===== src/rtl/fault_detect_monitor.sv =====
// rtl/fault_detect_monitor.sv - fault-injection response checker; optional mismatch history via FDM_HISTORY_EN
module fault_detect_monitor #(
   parameter int IDX_W      = 4,
   parameter int CNT_W      = 5,
   parameter int HIST_DEPTH = 4
) (
   input  logic             clk,
   input  logic             rst,
   input  logic             start,
   input  logic             vec_valid,
   input  logic [IDX_W-1:0] vec_idx,
   input  logic             vec_last,
   input  logic             y_golden,
   input  logic             y_faulty,
   output logic             busy,
   output logic             done,
   output logic             detected,
   output logic [CNT_W-1:0] mismatch_cnt,
   output logic             first_valid,
   output logic [IDX_W-1:0] first_idx
`ifdef FDM_HISTORY_EN
   ,
   input  logic             hist_rd,
   output logic [IDX_W-1:0] hist_idx,
   output logic             hist_empty,
   output logic             hist_ovf
`endif
);

   typedef enum logic [1:0] {S_IDLE, S_RUN, S_DONE} state_t;

   localparam logic [CNT_W-1:0] CNT_MAX = '1;

   state_t           state_q, state_d;
   logic [CNT_W-1:0] cnt_q, cnt_d;
   logic             det_q, det_d;
   logic             fv_q, fv_d;
   logic [IDX_W-1:0] fidx_q, fidx_d;

   logic launch;
   logic accept;
   logic mism;

   // A start pulse only launches a campaign outside RUN; the start cycle
   // itself is never in RUN, so its sample can never be accepted.
   assign launch = start && (state_q != S_RUN);
   assign accept = (state_q == S_RUN) && vec_valid;
   assign mism   = accept && (y_golden !== y_faulty);

   // Campaign sequencing
   always_comb begin
      state_d = state_q;
      case (state_q)
         S_IDLE:  if (start) state_d = S_RUN;
         S_RUN:   if (vec_valid && vec_last) state_d = S_DONE;
         S_DONE:  if (start) state_d = S_RUN;
         default: state_d = S_IDLE;
      endcase
   end

   // State register
   always_ff @(posedge clk or posedge rst) begin
      if (rst) state_q <= S_IDLE;
      else     state_q <= state_d;
   end

   // Result next-state: cleared on launch, updated on every mismatch
   always_comb begin
      cnt_d  = cnt_q;
      det_d  = det_q;
      fv_d   = fv_q;
      fidx_d = fidx_q;
      if (launch) begin
         cnt_d  = '0;
         det_d  = 1'b0;
         fv_d   = 1'b0;
         fidx_d = '0;
      end else if (mism) begin
         if (cnt_q != CNT_MAX) cnt_d = cnt_q + CNT_W'(1);
         det_d = 1'b1;
         if (!fv_q) begin
            fv_d   = 1'b1;
            fidx_d = vec_idx;
         end
      end
   end

   // Result registers
   always_ff @(posedge clk or posedge rst) begin
      if (rst) begin
         cnt_q  <= '0;
         det_q  <= 1'b0;
         fv_q   <= 1'b0;
         fidx_q <= '0;
      end else begin
         cnt_q  <= cnt_d;
         det_q  <= det_d;
         fv_q   <= fv_d;
         fidx_q <= fidx_d;
      end
   end

   assign busy         = (state_q == S_RUN);
   assign done         = (state_q == S_DONE);
   assign detected     = det_q;
   assign mismatch_cnt = cnt_q;
   assign first_valid  = fv_q;
   assign first_idx    = fidx_q;

`ifdef FDM_HISTORY_EN
   localparam int PTR_W = $clog2(HIST_DEPTH);

   logic [IDX_W-1:0] hmem_q [HIST_DEPTH];
   logic [PTR_W:0]   wr_q, rd_q;
   logic             ovf_q;
   logic             h_full, h_empty, h_pop, h_push_ok;

   // Pointers carry one extra wrap bit so full and empty are distinguishable
   assign h_empty   = (wr_q == rd_q);
   assign h_full    = ((wr_q - rd_q) == (PTR_W+1)'(HIST_DEPTH));
   assign h_pop     = hist_rd && !h_empty;
   assign h_push_ok = mism && (!h_full || h_pop);

   // History pointers and overflow flag
   always_ff @(posedge clk or posedge rst) begin
      if (rst) begin
         wr_q  <= '0;
         rd_q  <= '0;
         ovf_q <= 1'b0;
      end else if (launch) begin
         wr_q  <= '0;
         rd_q  <= '0;
         ovf_q <= 1'b0;
      end else begin
         if (h_push_ok) wr_q <= wr_q + (PTR_W+1)'(1);
         if (h_pop)     rd_q <= rd_q + (PTR_W+1)'(1);
         if (mism && h_full && !h_pop) ovf_q <= 1'b1;
      end
   end

   // History storage; entries are only observed through the empty gate
   always_ff @(posedge clk) begin
      if (h_push_ok && !launch) hmem_q[wr_q[PTR_W-1:0]] <= vec_idx;
   end

   assign hist_idx   = h_empty ? '0 : hmem_q[rd_q[PTR_W-1:0]];
   assign hist_empty = h_empty;
   assign hist_ovf   = ovf_q;
`endif

endmodule


===== config.mk =====
export PLATFORM = sky130hd
export DESIGN_NAME = fault_detect_monitor
export DESIGN_NICKNAME = d
export VERILOG_FILES = /design/src/rtl/fault_detect_monitor.sv
export SDC_FILE = /design/constraint.sdc
export NUM_CORES = 1
export LEC_CHECK = 0
export CORE_MARGIN = 5
export CORE_UTILIZATION = 45
export DETAILED_ROUTE_END_ITERATION = 12
export PLACE_DENSITY_LB_ADDON = 0.05
export SYNTH_ARGS = -nofsm -noshare
export SYNTH_HDL_FRONTEND = slang
export SYNTH_SLANG_ARGS = --single-unit

===== constraint.sdc =====
create_clock -name clk -period 3 [get_ports clk]
set_input_delay 0.75 -clock clk [delete_from_list [all_inputs] [get_ports clk]]
set_output_delay 0.75 -clock clk [all_outputs]
set_load 0.005 [all_outputs]

==> impl_metrics.toml <==
[pwr]
power_density_nw_per_um2 = 712
p_seq_frac = 0.385
power_mw = 0.646
pwr-share-comb = 0.407
power_frac_clock = 0.208
p_sw_mw = 0.213
ir_drop_uv = 437
leakagePower_nw = 0.422
switching_share = 0.329
internal-power_mw = 0.433

[layout]
stdcell_area_um2 = 907
synthToLayoutAreaGrowth_pct = 44.1
drive_gt1_frac = 0.102
fillers = 113
n_antenna_cell = 0
nNetsFinal = 102
finish.utilization = 0.689
final_cell_mix = "clkdlybuf4s50_1, dfrtp_1, o21ai_0, inv_1"
fin_cells = 103
layout_commonest_cell = "clkdlybuf4s50_1"

[sta]
fmax_ghz = 0.438
hold_violations = 0
slew_viol_final = 0
setup_viol = 0
grt_setup_unrepaired = "no"
hold_ws_ns = 0.549
fin_crit_ns = 2.28
setup_ws_ns = 0.719
tns_ns = 0
skew_ns = 0.00364
worst_slew_pin_slew_ns = 0.522
fin_crit_sh = 0.760
maxSlewHeadroom = 0.650

[die]
row_count = 13
die_w_um = 47.4
core_um2 = 1320
die-height_um = 47.4
ioPinCount = 24
die_area_um2 = 2250
start_util = 0.478

[worst_setup_path]
worstPathArrival_ns = 1.53
rr_startpoint = "mismatch_cnt[0]"
timing.rr.end = "mismatch_cnt[3]"
ff2ff_path_depth = 6
r2r_setup_slack_ns = 0.92
cp.required_ns = 2.25
start_kind = "flop"
worst_setup_path_end_kind = "output pin"
cp_max_fo = 9
endpoint = "busy"
cp-startpoint = "state_q[1]"
path_class = "reg2out"

[global_routing]
grt_pass1_wl_um = 2320
overflow = 0
grt_pass1_vias = 538
antenna_found_initial = 0
track_usage = 0.156
grt_max_degree = 13

[routing]
routed_via_density = 5.43
drtAntennaViolNets = 0
wl_per_cell_um = 13.7
wl_um = 1410
drc = 0
drt-initial-drc-count = 6
num_vias = 559
drtPass1Iterations = 4

[yosys]
synth_nets = 75
ys_types = 26
ys_seq_area_frac = 0.477
syn_inst = 62
synthesis.area_um2 = 629
syn_area_per_cell_um2 = 10.2
ys_seq_elements = 12
synth_warnings = 0

[clock_tree]
cts-hold-fix-buffers = 0
post_cts_buffers = 0
h-tree-depth = 1
clock_sinks = 12
cts_made_buffers = 3
cts_root_buf = "clkbuf_4"
cts_tree = "built"
cts_buffer_depth = 2
clkLatencyLatePin_ns = 0.28
cts_resized = 0
clk_pin_slew_ns = 0.08

[hold_path]
min_path_type = "reg2reg"
holdPathStages = 2

[place]
post-place-ws_ns = 0.725
io_buffers = 23
place_congestion = 0.698
place_inst = 99
post-dp-hpwl_um = 1070
dpl_cell_area_um2 = 871

[outcome]
status = "complete, no violations"

[flow_run]
cap_violations = 0
-- logic make-up (layout without fill, tap and decap cells) --
group	count (synthesis)	count (layout)	share of synthesized area
adder cells (fa/ha/maj)	2	2	0.0398
flip-flops	12	12	0.477
multiplexers	4	4	0.0636
AND/OR/NAND/NOR	16	16	0.175
buffers and inverters	9	35	0.0596
XOR/XNOR	2	2	0.0278
AO/OA/AOI/OAI	17	17	0.157
-- critical path, cell delays in order, from the launching register on --
cell	delay [ns]
dfrtp_1	0.40
nand2b_1	0.18
inv_2	0.14
clkdlybuf4s50_1	0.53
-- synthesized netlist by cell type --
library cell | instances | area, µm²
nor2b_1 | 1 | 6.26
xor2_1 | 1 | 8.76
nand3_1 | 3 | 15.0
nor4bb_1 | 1 | 10.0
or4_4 | 1 | 11.3
a31oi_1 | 1 | 6.26
nand4b_1 | 1 | 8.76
and3_1 | 1 | 6.26
inv_1 | 7 | 26.3
o2bb2ai_1 | 1 | 8.76
ha_1 | 2 | 25.0
or4_1 | 1 | 7.51
a21oi_1 | 4 | 20.0
nor2_1 | 2 | 7.51
or3_2 | 1 | 7.51
buf_4 | 1 | 7.51
mux2i_1 | 4 | 40.0
nand2_1 | 2 | 7.51
o31ai_1 | 2 | 15.0
nand2b_1 | 1 | 6.26
a21oi_2 | 1 | 8.76
dfrtp_1 | 12 | 300
o21ai_0 | 8 | 40.0
nand4bb_2 | 1 | 16.3
inv_2 | 1 | 3.75
xnor2_1 | 1 | 8.76
-- registers in the layout, summed over array words and instances (netlist names) --
name          flops
mismatch_cnt      5
first_idx         4
state_q           2
first_valid       1
-- power groups by stage --
stage                     Combinational, mW  Sequential (mW)  Clock (mW)
after floorplan                       0.121            0.248           0
after global placement                0.261            0.250           0
after detailed placement              0.265            0.251           0
after CTS                             0.266            0.248       0.137
after global routing                  0.289            0.258       0.142
final                                 0.263            0.248       0.135
-- how the worst min path moves through the flow --
stage / to / slack (ns) / from
final: first_valid / 0.55 / first_valid
after detailed placement: first_valid / 0.54 / first_valid
after floorplan: state_q[0] / 0.51 / state_q[0]
after global placement: first_valid / 0.53 / first_valid
after CTS: first_valid / 0.56 / first_valid
after global routing: first_valid / 0.60 / first_valid
-- routing by layer --
metal  global-route usage  vias to the layer above  wire length (µm)
li1                     -                      274                 -
met1                0.194                      264               672
met2                0.233                       16               641
met3               0.0460                        5                67
met4               0.0994                        0                32
met5                    0                        -                 0
-- area by class of cell --
type                    count  area (µm²)  area share
clock buffers               4        36.3      0.0400
inverters                   8        30.0      0.0331
multi-input cells          41         292       0.321
flip-flops and latches     12         300       0.331
well taps                  15        18.8      0.0207
repair buffers             23         230       0.254
Note: power is estimated with default switching activity, not from simulation.
